===== src/rtl/fifo_wr_arbiter_if.sv =====
// Handshake bundle between two producers, the write arbiter and the FIFO ports it watches.
interface fifo_wr_arbiter_if #(
    parameter int unsigned DW = 8
);
    logic          req0_valid;
    logic [DW-1:0] req0_data;
    logic          req0_ready;
    logic          req1_valid;
    logic [DW-1:0] req1_data;
    logic          req1_ready;
    logic          wr_enb;
    logic [DW-1:0] wr_data;
    logic          rd_enb;
    logic          fifo_empty;
    logic          fifo_full;

    modport slave (
        input  req0_valid, req0_data, req1_valid, req1_data,
        input  rd_enb, fifo_empty, fifo_full,
        output req0_ready, req1_ready, wr_enb, wr_data
    );

    modport master (
        output req0_valid, req0_data, req1_valid, req1_data,
        output rd_enb, fifo_empty, fifo_full,
        input  req0_ready, req1_ready, wr_enb, wr_data
    );
endinterface


===== src/rtl/fifo_wr_arbiter.sv =====
// Two-producer round-robin write arbiter with bounded bursts and credit-tracked FIFO occupancy.
module fifo_wr_arbiter #(
    parameter int unsigned DEPTH     = 8,
    parameter int unsigned DW        = 8,
    parameter int unsigned BURST_MAX = 4
) (
    input  logic                         clk,
    input  logic                         rst_n,
    fifo_wr_arbiter_if.slave             bus,
    output logic [$clog2(DEPTH+1)-1:0]   occupancy,
    output logic [1:0]                   owner,
    output logic                         err_overrun
);
    localparam int unsigned OW = $clog2(DEPTH + 1);
    localparam int unsigned SW = OW + 1;
    localparam int unsigned BW = 4;

    typedef enum logic [1:0] {
        IDLE = 2'b00,
        OWN0 = 2'b01,
        OWN1 = 2'b10
    } state_t;

    state_t        state, state_nxt;
    logic [BW-1:0] beat_cnt, beat_nxt;
    logic          rr_ptr, rr_nxt;

    logic [1:0]    vld;
    logic          own_hit;
    logic          gnt_vld;
    logic          gnt_id;
    logic [DW-1:0] gnt_data;
    logic [SW-1:0] used;
    logic          space_ok;
    logic          accept;
    logic          rd_dec;

    assign vld = {bus.req1_valid, bus.req0_valid};

    // Grant: continue current burst, else round-robin pointer, else the other requester
    always_comb begin
        own_hit = 1'b0;
        gnt_vld = 1'b0;
        gnt_id  = 1'b0;
        if (state == OWN0 && vld[0] && beat_cnt < BW'(BURST_MAX)) begin
            own_hit = 1'b1;
            gnt_vld = 1'b1;
            gnt_id  = 1'b0;
        end else if (state == OWN1 && vld[1] && beat_cnt < BW'(BURST_MAX)) begin
            own_hit = 1'b1;
            gnt_vld = 1'b1;
            gnt_id  = 1'b1;
        end else if (vld[rr_ptr]) begin
            gnt_vld = 1'b1;
            gnt_id  = rr_ptr;
        end else if (vld[~rr_ptr]) begin
            gnt_vld = 1'b1;
            gnt_id  = ~rr_ptr;
        end
    end

    // The in-flight write already consumes a credit; a same-cycle read does not free one
    always_comb begin
        used     = SW'(occupancy) + SW'(bus.wr_enb);
        space_ok = (used < SW'(DEPTH));
        accept   = gnt_vld & space_ok & rst_n;
        gnt_data = gnt_id ? bus.req1_data : bus.req0_data;
    end

    always_ff @(posedge clk or negedge rst_n) begin
        if (!rst_n) begin
            state    <= IDLE;
            beat_cnt <= '0;
            rr_ptr   <= 1'b0;
        end else begin
            state    <= state_nxt;
            beat_cnt <= beat_nxt;
            rr_ptr   <= rr_nxt;
        end
    end

    always_comb begin
        state_nxt = state;
        beat_nxt  = beat_cnt;
        rr_nxt    = rr_ptr;
        if (accept) begin
            if (own_hit) begin
                beat_nxt = beat_cnt + BW'(1);
            end else begin
                state_nxt = gnt_id ? OWN1 : OWN0;
                beat_nxt  = BW'(1);
                rr_nxt    = ~gnt_id;
            end
        end else if (vld == 2'b00) begin
            state_nxt = IDLE;
            beat_nxt  = '0;
        end
    end

    always_comb begin
        bus.req0_ready = accept & ~gnt_id;
        bus.req1_ready = accept & gnt_id;
        owner          = state;
    end

    always_ff @(posedge clk or negedge rst_n) begin
        if (!rst_n) begin
            bus.wr_enb  <= 1'b0;
            bus.wr_data <= '0;
        end else begin
            bus.wr_enb <= accept;
            if (accept) begin
                bus.wr_data <= gnt_data;
            end
        end
    end

    assign rd_dec = bus.rd_enb & ~bus.fifo_empty & (occupancy != '0);

    always_ff @(posedge clk or negedge rst_n) begin
        if (!rst_n) begin
            occupancy <= '0;
        end else if (bus.wr_enb && !rd_dec && occupancy != OW'(DEPTH)) begin
            occupancy <= occupancy + OW'(1);
        end else if (rd_dec && !bus.wr_enb) begin
            occupancy <= occupancy - OW'(1);
        end
    end

    always_ff @(posedge clk or negedge rst_n) begin
        if (!rst_n) begin
            err_overrun <= 1'b0;
        end else if (bus.wr_enb && bus.fifo_full) begin
            err_overrun <= 1'b1;
        end
    end
endmodule


===== src/flat_wrapper.sv =====
// flat-port wrapper written by rule: the top's interface ports become plain ports
module fifo_wr_arbiter_flat 
#(
    parameter int unsigned DEPTH     = 8,
    parameter int unsigned DW        = 8,
    parameter int unsigned BURST_MAX = 4
)
  (clk, rst_n, occupancy, owner, err_overrun, bus_req0_valid, bus_req0_data, bus_req1_valid, bus_req1_data, bus_rd_enb, bus_fifo_empty, bus_fifo_full, bus_req0_ready, bus_req1_ready, bus_wr_enb, bus_wr_data);
  fifo_wr_arbiter_if #(.DW(DW)) bus_i ();
  input  logic clk;
  input  logic rst_n;
  output logic [$clog2(DEPTH+1)-1:0] occupancy;
  output logic [1:0] owner;
  output logic err_overrun;
  input wire logic [$bits(bus_i.req0_valid)-1:0] bus_req0_valid;
  input wire logic [$bits(bus_i.req0_data)-1:0] bus_req0_data;
  input wire logic [$bits(bus_i.req1_valid)-1:0] bus_req1_valid;
  input wire logic [$bits(bus_i.req1_data)-1:0] bus_req1_data;
  input wire logic [$bits(bus_i.rd_enb)-1:0] bus_rd_enb;
  input wire logic [$bits(bus_i.fifo_empty)-1:0] bus_fifo_empty;
  input wire logic [$bits(bus_i.fifo_full)-1:0] bus_fifo_full;
  output wire logic [$bits(bus_i.req0_ready)-1:0] bus_req0_ready;
  output wire logic [$bits(bus_i.req1_ready)-1:0] bus_req1_ready;
  output wire logic [$bits(bus_i.wr_enb)-1:0] bus_wr_enb;
  output wire logic [$bits(bus_i.wr_data)-1:0] bus_wr_data;
  assign bus_i.req0_valid = bus_req0_valid;
  assign bus_i.req0_data = bus_req0_data;
  assign bus_i.req1_valid = bus_req1_valid;
  assign bus_i.req1_data = bus_req1_data;
  assign bus_i.rd_enb = bus_rd_enb;
  assign bus_i.fifo_empty = bus_fifo_empty;
  assign bus_i.fifo_full = bus_fifo_full;
  assign bus_req0_ready = bus_i.req0_ready;
  assign bus_req1_ready = bus_i.req1_ready;
  assign bus_wr_enb = bus_i.wr_enb;
  assign bus_wr_data = bus_i.wr_data;
  fifo_wr_arbiter #(.DEPTH(DEPTH), .DW(DW), .BURST_MAX(BURST_MAX)) u_core (.clk(clk), .rst_n(rst_n), .bus(bus_i), .occupancy(occupancy), .owner(owner), .err_overrun(err_overrun));
endmodule

===== config.mk =====
export PLATFORM = sky130hd
export DESIGN_NAME = fifo_wr_arbiter_flat
export DESIGN_NICKNAME = d
export VERILOG_FILES = /design/src/rtl/fifo_wr_arbiter_if.sv /design/src/rtl/fifo_wr_arbiter.sv /design/src/flat_wrapper.sv
export SDC_FILE = /design/constraint.sdc
export NUM_CORES = 1
export LEC_CHECK = 0
export BUFFER_PORTS_ARGS = -buffer_cell sky130_fd_sc_hd__buf_2
export CAP_MARGIN = 30
export CORE_ASPECT_RATIO = 2
export CORE_UTILIZATION = 34
export DETAILED_ROUTE_END_ITERATION = 7
export PLACE_DENSITY = 0.69
export SYNTH_ARGS = -nofsm -noshare
export SYNTH_HDL_FRONTEND = slang
export SYNTH_SLANG_ARGS = --single-unit

===== constraint.sdc =====
create_clock -name clk -period 2.4 [get_ports clk]
set_clock_uncertainty 0.2 [all_clocks]
set_input_delay 0.48 -clock clk [delete_from_list [all_inputs] [get_ports clk]]
set_output_delay 0.48 -clock clk [all_outputs]
set_load 0.02 [all_outputs]

# --- Word-level counts from Yosys, hierarchy flattened ---
# Index checks and enable logic that the tools add are counted.
classes:
  n_reduce_logical: 16
  magnitude_cmp: 4
  n_mux: 24
  div_mod_pow: 0
  n_addsub: 4
  eq_ne: 4
  bitwise_logic: 10
  n_shift: 0
  mul: 0
ops:
  columns: ["operator", "n"]
  rows:
  - ["$mux 4", 5]
  - ["$mux 1", 14]
  - ["$add 4x1->4 const B", 2]
  - ["$logic_and 1x1->1", 8]
  - ["$mux 2", 4]
  - ["$mux 8", 1]
  - ["$and 1x1->1", 6]
  - ["$add 4x1->5", 1]
  - ["$lt 5x4->1 const B", 1]
  - ["$lt 1x2->1 const B", 2]
  - ["$lt 4x3->1 const B", 1]
  - ["$ne 4x4->1 const B", 1]
  - ["$not 1->1", 4]
  - ["$reduce_and 2->1", 2]
  - ["$reduce_bool 2->1", 2]
  - ["$reduce_bool 4->1", 1]
  - ["$sub 4x1->4 const B", 1]
  - ["$eq 2x1->1 const B", 1]
  - ["$eq 2x2->1 const B", 1]
  - ["$logic_not 1->1", 2]
  - ["$logic_not 2->1", 1]
  - ["$ne 2x2->1 const B", 1]
word_totals:
  ff_bits: 21
  inputBits: 23
  latch_bits: 0
  mem_bits_rw: 0
  wordCells: 69
  output_inout_bits: 18
  mem_count: 0
  rom_bits: 0

# --- Depth between registers and ports, before layout ---
# Gate-level depths: netlist (run 1).
logic_depth:
  word_depth: 11
  ltp_mapped: 8
  depth_no_buf: 7

# --- Least setup slack after synthesis (run 1) ---
# Ideal clock, no wire load.
synth_timing:
  kind: "register -> register"
  startpoint: "register u_core.occupancy[0]"
  endpoint: "register u_core.occupancy[3]"
  stages_incl_launch_ff: 8
  period_less_slack_ns: 2.536
  path_slack_ns: -0.136
  t_arrival_ns: 2.198
  setup_ns: 0.137
  required_time_ns: 2.063
  n_path_buf: 0
  path_cell_list: "dfrtp_1 -> or4b_1 -> o211ai_2 -> ha_1 -> a21o_1 -> a211o_1 -> o221ai_1 -> o211ai_1"
synth_between:
  elab_chain_cells: 6
  word_cells_on_any_way: 12
  classes_between: "add/sub (2); eq/ne (1); mux (2); bitwise (1); reduce/logical (6)"
synth_rtl:
  columns: ["item", "line_no", "source"]
  rows:
  - ["start: declaration", "fifo_wr_arbiter.sv:10", "output logic [$clog2(DEPTH+1)-1:0] occupancy,"]
  - ["start signal: assignment", "fifo_wr_arbiter.sv:124", "occupancy <= occupancy + OW'(1);"]
  - ["start signal: assignment", "fifo_wr_arbiter.sv:126", "occupancy <= occupancy - OW'(1);"]
  - ["branches (longest 6 deep; another with $sub 4x1->4)", null, null]
# Parallel ways; which one is timed is not known. The select of a mux whose other input is x is not followed.
# A chain may end at the register's enable or synchronous reset.

# --- Worst setup path after layout (run 1) ---
layout_timing:
  startpoint: "register u_core.occupancy[1]"
  endpoint: "register u_core.occupancy[3]"
# Same word-level chain as after synthesis.

==> impl_metrics.json, run 1 <==
{
  "outcome": "finished with violations",
  "violations": "setup timing",
  "setup_violations": 1,
  "placementRows": 29,
  "mappedNetlistArea_um2": 1147,
  "async_reset_ff_share_pct": 100.0,
  "ys_seq_area_share_pct": 45.80,
  "synth.distinct_cells": 38,
  "p_leak_uw": 0.0007645,
  "grt_pass1_vias": 1048,
  "io_buffers": 40,
  "maxCapViolCount": 0,
  "power_uw": 1932,
  "cts-root-buf": "clkbuf_8",
  "critPathMaxFanout": 4,
  "fin_cells": 191,
  "drt_iter0_markers": 18,
  "synth.most_common_cell": "dfrtp_1",
  "coreArea_um2": 3193,
  "grt_usage_pct": 16.18,
  "grt_max_degree": 22,
  "period_share_pct": 100.6,
  "final_nets": 188,
  "synthFlopType": "dfrtp_1",
  "place_congestion": 0.8640,
  "post-route-drc-count": 0,
  "rsz0062_at_grt": "true",
  "synth_edf_count": 0,
  "synth_nets": 135,
  "antenna_found_initial": 0,
  "hold_viol": 0,
  "initial_core_util_pct": 35.93,
  "layout-drive-gt1-share_pct": 44.38,
  "cts_made_buffers": 3,
  "die_x_um": 43.08,
  "cp-start-kind": "register",
  "die_y_um": 84.15,
  "cts_sinks": 21,
  "yosys-top-cells-area": "dfrtp_1 (46%), mux2i_1 (7.0%), a21oi_1 (4.8%), ha_1 (3.3%), nor2_1 (2.9%)",
  "wl_per_cell_um": 14.19,
  "max_freq_mhz": 414.1,
  "required_ps": 2380,
  "drt_wl_total_mm": 2.710,
  "synth_cells": 108,
  "yosys.area.top_type": "dfrtp_1",
  "vias_per_cell": 5.346,
  "ys_ff_latch": 21,
  "diodes": 0,
  "cts.htree.levels": 1,
  "first_pass_iters": 4,
  "grt_overflow": 0,
  "pre_cts_ws_ps": -24.68,
  "max_slew.worst_pin.slew_ps": 575.7,
  "cp-end-kind": "register",
  "place_inst": 184,
  "synth_common_cells": "dfrtp_1 (21), a21oi_1 (11), nor2_1 (9)",
  "whs_ps": 25.32,
  "synth_area_per_cell_um2": 10.62,
  "peakVddDrop_mv": 0.5476,
  "path_clk_slew_ps": 80,
  "pin_count": 41,
  "slew-limit-headroom_pct": 61.39,
  "insertion_delay_ps": 260,
  "hold_buffers": 0,
  "r2r_cells": 7,
  "crit_arrival_ps": 2400,
  "yosys.area.top_type_share_pct": 45.80,
  "grt_pass1_wl_mm": 4.581,
  "cp-startpoint": "u_core.occupancy[1]$_DFFE_PN0P_",
  "clock_path_buffers": 2,
  "antenna_left": 0,
  "fin_ws_ps": -14.68,
  "vias": 1021,
  "yosys_warnings": 0,
  "cellPowerDensity_nw_per_um2": 1254,
  "period_needed_ps": 2415,
  "areaGrowthSynthToFinish_pct": 34.24,
  "fillers": 304,
  "hp-class": "in -> async",
  "tritoncts": "yes",
  "crit_type": "reg -> reg",
  "finalMaxSlewViolations": 0,
  "rr_startpoint": "u_core.occupancy[1]$_DFFE_PN0P_",
  "die_area_um2": 3625,
  "hpwl_mm": 2.049,
  "setup_tns_ps": -14.68
}
cells by family after synthesis:
logic type	count (synthesis)	share of synthesized area, %
AND/OR/NAND/NOR	36	18.21
AO/OA/AOI/OAI	26	15.92
flip-flops	21	45.80
multiplexers	10	9.597
buffers and inverters	9	3.925
adder cells (fa/ha/maj)	4	5.017
XOR/XNOR	2	1.527
through the flow:
stage,area [um2],util [%]
floorplan,1151,-
global placement,1435,44.95
detailed placement,1435,44.95
CTS,1513,47.37
global route,1540,48.24
finish,1540,48.24
report_power, final:
group / switching, uW / internal, uW
logic: 589 / 493
registers: 110 / 503
clock network: 121 / 116
critical path, cell delays in order, from the launching register on:
cell and delay, ps:
dfrtp_2 410, or4b_4 560, o211ai_4 130, ha_4 230
a21o_1 160, a211o_1 320, o22a_1 170, o211ai_1 150
repair_timing:
| action | in CTS | in global routing |
|---|---|---|
| pin swaps | 0 | 4 |
| setup endpoints to repair | 1 | 1 |
| buffers inserted | 3 | 0 |
| hold endpoints to repair | 0 | 0 |
| gates resized for setup | 2 | 3 |
layer usage:
layer  global-route usage, %  vias up  share of wire [%]  wire length [um]
met5                       0        -                  0                 0
met4                   8.264        0                2.8                77
met3                   2.151        8                2.7                72
met2                   28.10       25                 55              1485
met1                   18.67      490                 40              1074
li1                        -      498                  -                 -
worst paths after layout:
check                                                       end  slack, ps
max in group asynchronous       u_core.occupancy[1]$_DFFE_PN0P_       1750
worst min register to register   u_core.err_overrun$_DFFE_PN0P_        280
worst max register to register  u_core.occupancy[3]$_DFFE_PN0P_        -10
min in group clk                 u_core.err_overrun$_DFFE_PN0P_        230
worst max-delay path            u_core.occupancy[3]$_DFFE_PN0P_        -10
worst min-delay path            u_core.occupancy[2]$_DFFE_PN0P_         30
cells in the final DEF, fill, tap and decap left out, types with 2 or more instances in the layout:
cell	n
nor2_1	9
nand3_1	3
mux2_4	2
ha_1	2
a21oi_1	11
o211ai_1	2
buf_4	13
nand3b_1	3
mux2i_1	8
nand2_1	5
xor2_1	2
buf_2	40
nand2b_1	3
nor3_1	2
clkbuf_8	3
dfrtp_2	3
inv_1	3
and3_1	2
dfrtp_1	18
a21o_1	3
layout make-up:
| type | count | area [um2] | area share [%] |
|---|---|---|---|
| Multi-Input combinational cell | 78 | 613.1 | 39.80 |
| Sequential cell | 21 | 529.3 | 34.36 |
| Timing Repair Buffer | 53 | 297.8 | 19.33 |
| Clock buffer | 3 | 41.29 | 2.681 |
| Tap cell | 31 | 38.79 | 2.518 |
| Inverter | 4 | 15.01 | 0.9748 |
| Clock inverter | 1 | 5.005 | 0.3249 |
registers in the layout, indices dropped and copies added (netlist names):
name and flops:
u_core.beat_cnt 4, u_core.bus.wr_data 8, u_core.bus.wr_enb 1, u_core.err_overrun 1, u_core.occupancy 4, u_core.owner 2, u_core.rr_ptr 1
(Power assumes the default switching activity.)
==> run 2, diff against run 1 <==
Settings changed: ABC_AREA from default to 1.
==> impl_metrics.json, run 2 <==
{
  "period_needed_ps": 2196,
  "multi_input_area_um2": 566.8,
  "initial_core_util_pct": 35.96,
  "cp-end-kind": "primary output",
  "clock_path_buffers": 2,
  "grt_pass1_vias": 1076,
  "placementRows": 29,
  "antenna_left": 0,
  "r2r_cells": 12,
  "final_common_cell": "buf_2",
  "cp-startpoint": "u_core.beat_cnt[2]$_DFFE_PN0P_",
  "diodes": 0,
  "die_x_um": 43.32,
  "cts_setup_buffers": 0,
  "final_nets": 216,
  "crit_type": "reg -> out",
  "synth_area_per_cell_um2": 8.235,
  "path_clk_slew_ps": 70,
  "setup_violations": 0,
  "maxCapViolCount": 0,
  "vias_per_cell": 5.087,
  "yosys.area.top_type_share_pct": 45.26,
  "areaGrowthSynthToFinish_pct": 27.26,
  "yosys.area.top_type": "dfrtp_1",
  "r2r-end": "u_core.occupancy[3]$_DFFE_PN0P_",
  "pin_count": 41,
  "mappedNetlistArea_um2": 1161,
  "period_share_pct": 91.51,
  "cts_sinks": 21,
  "finalMaxSlewViolations": 0,
  "ys_seq_area_share_pct": 45.26,
  "crit_family": "simple AND/OR/NAND/NOR gates",
  "cp_common_cell": "nor2_1",
  "largest_reg_flops": 8,
  "drt_wl_total_mm": 2.574,
  "slowest_stage": "dfrtp_1",
  "critPathMaxStageDelay_ps": 380,
  "drt_iter0_markers": 17,
  "io_buffers": 40,
  "vias": 1114,
  "critPathMaxFanout": 10,
  "regArea_um2": 525.5,
  "synth_nets": 168,
  "tritoncts": "yes",
  "first_pass_iters": 6,
  "grt_usage_pct": 16.30,
  "cts-root-buf": "clkbuf_8",
  "rr_startpoint": "u_core.occupancy[0]$_DFFE_PN0P_",
  "synth.most_common_cell": "nand2_1",
  "antenna_found_initial": 0,
  "cts.htree.levels": 1,
  "cts_made_buffers": 3,
  "synth_cells": 141,
  "insertion_delay_ps": 260,
  "wl_per_cell_um": 11.75,
  "die_area_um2": 3667,
  "async_reset_ff_share_pct": 100.0,
  "synth_common_cells": "nand2_1 (39), nand3_1 (23), dfrtp_1 (21)",
  "rsz0062_at_grt": "false",
  "crit_path_cell_trace": "nor2_1 > nand3_2 > nand2_4 > nand2_2 > nor2_1 > buf_2",
  "synth_edf_count": 0,
  "design_area_um2": 1478,
  "coreArea_um2": 3229,
  "yosys-top-cells-area": "dfrtp_1 (45%), nand2_1 (13%), nand3_1 (9.9%), nand4_1 (4.8%), ha_1 (3.2%)",
  "dpl_cell_area_um2": 1411,
  "hpwl_mm": 2.057,
  "peakVddDrop_mv": 0.6823,
  "cellPowerDensity_nw_per_um2": 1180,
  "required_ps": 1720,
  "synthFlopType": "dfrtp_1",
  "hp-class": "in -> reg",
  "crit_arrival_ps": 1520,
  "yosys_warnings": 0,
  "top_regs": "u_core.bus.wr_data (8), u_core.beat_cnt (4), u_core.occupancy (4)",
  "layout-drive-gt1-share_pct": 32.45,
  "p_leak_uw": 0.0008040,
  "cp-start-kind": "register",
  "slew-limit-headroom_pct": 78.58,
  "grt_pass1_wl_mm": 4.636,
  "place_congestion": 0.7278,
  "fillers": 342,
  "path_buf_inv": 1,
  "max_freq_mhz": 455.3,
  "grt_max_degree": 24,
  "die_y_um": 84.65,
  "synth.distinct_cells": 24,
  "max_slew.worst_pin.slew_ps": 318.0,
  "endpoint": "bus_req1_ready",
  "post-route-drc-count": 7,
  "setup_tns_ps": 0,
  "violations": "DRC",
  "ys_ff_latch": 21,
  "hold_viol": 0,
  "grt_overflow": 0,
  "regMostFlops": "u_core.bus.wr_data",
  "cp_num_cells": 6,
  "outcome": "finished with violations",
  "final_cell_mix": "buf_2 (40), nand2_1 (39), nand3_1 (22)",
  "ff2ff_setup_slack_ps": 370
}
[run 2: changes by cell type after synthesis, sizes merged, moves of 3 or more]
cell / delta
a21oi: -9
inv: +8
mux2i: -8
nand2: +37
nand2b: -3
nand3: +22
nand4: +8
nor2: +3
nor3: -3
[run 2: worst min-delay path by stage]
stage | slack (ps) | end | start | cells after the start
6_report | 220 | u_core.err_overrun$_DFFE_PN0P_ | bus_fifo_full | 2
3_3_place_gp | 240 | u_core.err_overrun$_DFFE_PN0P_ | u_core.err_overrun$_DFFE_PN0P_ | 1
2_1_floorplan | -20 | u_core.beat_cnt[0]$_DFFE_PN0P_ | rst_n | 0
5_1_grt | 230 | u_core.err_overrun$_DFFE_PN0P_ | bus_fifo_full | 2
4_1_cts | 220 | u_core.err_overrun$_DFFE_PN0P_ | bus_fifo_full | 2
3_5_place_dp | 240 | u_core.err_overrun$_DFFE_PN0P_ | u_core.err_overrun$_DFFE_PN0P_ | 1
[run 2: logic make-up (layout without fill, tap and decap cells)]
| kind of cell | count (synthesis) | after routing | share of synthesized area, % |
|---|---|---|---|
| compound gates | 9 | 9 | 4.956 |
| xor+xnor | 1 | 1 | 0.7544 |
| fa+ha+maj | 4 | 4 | 4.957 |
| buf+inv | 16 | 63 | 6.789 |
| flops | 21 | 21 | 45.26 |
| simple gates | 90 | 90 | 37.28 |
[run 2: report_power, final]
group	internal, uW	leakage, uW	switching, uW
sequential	493	0.000262	107
clock	116	0.0000255	115
combinational	336	0.000517	577
total	944	0.000804	799
[run 2: per-stage QoR]
stage	worst slack, ps	utilization [%]	power (uW)	instances	hold slack [ps]
5_1_grt	36.23	45.76	1896	219	229.8
3_5_place_dp	257.6	43.70	1519	214	239.1
6_report	203.8	45.76	1743	219	217.5
4_1_cts	114.0	45.45	1757	219	218.6
3_3_place_gp	287.9	43.70	1497	214	236.4
2_1_floorplan	279.6	-	1226	141	-15.59
[run 2: routing by layer]
layer / routed length (um) / vias to the layer above / track usage [%] / part of all wire (%)
met5: 0 / - / 0 / 0
met4: 40 / 0 / 5.966 / 1.6
met3: 123 / 4 / 2.151 / 4.8
met2: 1371 / 44 / 29.89 / 53
met1: 1038 / 502 / 18.24 / 40
li1: - / 564 / - / -
[run 2: repair_timing]
| action | CTS | global route |
|---|---|---|
| hold buffers | 1 | 0 |
| endpoints found under the setup margin | 0 | 1 |
| endpoints found under the hold margin | 21 | 0 |
| resized for setup | 0 | 2 |
[run 2: area by class of cell]
| cell class | count | share of cell area [%] |
|---|---|---|
| clock buffers | 3 | 2.794 |
| clock inverters | 1 | 0.3387 |
| inverters | 12 | 3.048 |
| multi-input cells | 104 | 38.36 |
| flip-flops and latches | 21 | 35.56 |
| well taps | 31 | 2.625 |
| repair buffers | 47 | 17.27 |
==> run 3, diff against run 2 <==
Settings changed: HOLD_SLACK_MARGIN from default to 0.02, MAX_ROUTING_LAYER from default to met4, PLACE_DENSITY 0.69 to 0.67.
Clock period 2.4 ns to 2.7 ns, I/O delays scaled along.
==> impl_metrics.json, run 3 (same netlist as run 2, synthesis figures left out) <==
{
  "outcome": "finished with violations",
  "violations": "DRC",
  "fin_cells": 217,
  "final_nets": 214,
  "slew-limit-headroom_pct": 76.49,
  "pre_cts_ws_ps": 436.0,
  "vias_per_cell": 5.065,
  "max_freq_mhz": 425.5,
  "whs_ps": 44.87,
  "place_congestion": 0.7939,
  "hpwl_mm": 1.977,
  "p_leak_uw": 0.0007936,
  "grt_pass1_wl_mm": 4.409,
  "fin_util_pct": 44.91,
  "largest_reg_flops": 8,
  "period_needed_ps": 2350,
  "regArea_um2": 525.5,
  "cts_made_buffers": 3,
  "final_common_cell": "buf_2",
  "multi_input_area_um2": 556.8,
  "grt_pass1_vias": 976,
  "pin_count": 41,
  "die_area_um2": 3667,
  "cp-end-kind": "primary output",
  "cts-root-buf": "clkbuf_8",
  "critPathMaxStageDelay_ps": 390,
  "rsz0062_at_grt": "false",
  "drt_iter0_markers": 33,
  "crit_arrival_ps": 1610,
  "grt_max_degree": 24,
  "place_inst": 213,
  "path_clk_slew_ps": 80,
  "hold_buffers": 0,
  "drt_wl_total_mm": 2.525,
  "path_buf_inv": 1,
  "crit_path_cell_trace": "nor2_1 > nand3_1 > nand2_2 > nand2_2 > nor2_1 > buf_2",
  "setup_tns_ps": 0,
  "placementRows": 29,
  "cellPowerDensity_nw_per_um2": 1056,
  "tritoncts": "yes",
  "grt_overflow": 0,
  "first_pass_iters": 6,
  "antenna_found_initial": 0,
  "clock_path_buffers": 2,
  "cts_setup_buffers": 0,
  "layout-drive-gt1-share_pct": 31.72,
  "die_x_um": 43.32,
  "fillers": 336,
  "io_buffers": 40,
  "final_cell_mix": "buf_2 (40), nand2_1 (39), nand3_1 (23)",
  "coreArea_um2": 3229,
  "cts_resized": 0,
  "rr_startpoint": "u_core.occupancy[0]$_DFFE_PN0P_",
  "hp-class": "in -> async",
  "post-route-drc-count": 5,
  "areaGrowthSynthToFinish_pct": 24.89,
  "maxCapViolCount": 0,
  "period_share_pct": 87.05,
  "wl_per_cell_um": 11.64,
  "peakVddDrop_mv": 0.5981,
  "regMostFlops": "u_core.bus.wr_data",
  "top_regs": "u_core.bus.wr_data (8), u_core.beat_cnt (4), u_core.occupancy (4)",
  "cp-startpoint": "u_core.beat_cnt[2]$_DFFE_PN0P_",
  "initial_core_util_pct": 35.96,
  "required_ps": 1960,
  "crit_type": "reg -> out",
  "slowest_stage": "dfrtp_1",
  "die_y_um": 84.65,
  "critPathMaxFanout": 10,
  "fin_ws_ps": 349.7,
  "setup_violations": 0,
  "grt_usage_pct": 16.15,
  "cp-start-kind": "register",
  "finalMaxSlewViolations": 0,
  "hold_viol": 0,
  "antenna_left": 0,
  "cts.htree.levels": 1,
  "max_slew.worst_pin.slew_ps": 351.7,
  "cts_sinks": 21,
  "diodes": 0,
  "insertion_delay_ps": 270,
  "vias": 1099,
  "crit_family": "simple AND/OR/NAND/NOR gates"
}
-- run 3: layer usage --
metal / wire [um] / GRT usage (%)
met3: 126 / 2.581
met1: 1062 / 18.77
met2: 1294 / 27.13
met4: 42 / 5.966
met5: 0 / -
-- run 3: cell type report --
| type | instances | area share, % |
|---|---|---|
| Clock inverter | 1 | 0.3451 |
| Inverter | 12 | 3.106 |
| Clock buffer | 3 | 2.847 |
| Sequential cell | 21 | 36.24 |
| Multi-Input combinational cell | 104 | 38.40 |
| Tap cell | 31 | 2.675 |
| Timing Repair Buffer | 45 | 16.39 |
-- run 3: path summary, 6_finish.rpt --
kind                                                          end  slack (ps)  cells after the start
worst max-delay path                               bus_req1_ready         350                      6
worst min-delay path               u_core.beat_cnt[0]$_DFFE_PN0P_          40                      2
worst max register to register    u_core.occupancy[3]$_DFFE_PN0P_         510                     11
worst min register to register     u_core.err_overrun$_DFFE_PN0P_         250                      1
max in group asynchronous       u_core.bus.wr_data[7]$_DFFE_PN0P_        2040                      2
min in group clk                   u_core.err_overrun$_DFFE_PN0P_         250                      1
-- run 3: per-stage QoR --
step                total power [uW]  cell area (um2)
finish                          1532             1450
floorplan                       1090             1161
CTS                             1546             1450
global route                    1667             1450
detailed placement              1333             1404
global placement                1326             1404
-- run 3: report_power, final --
part,switching (uW),leakage [uW],internal (uW)
sequential,94.2,0.000262,438
clock,105,0.0000255,103
combinational,502,0.000506,289
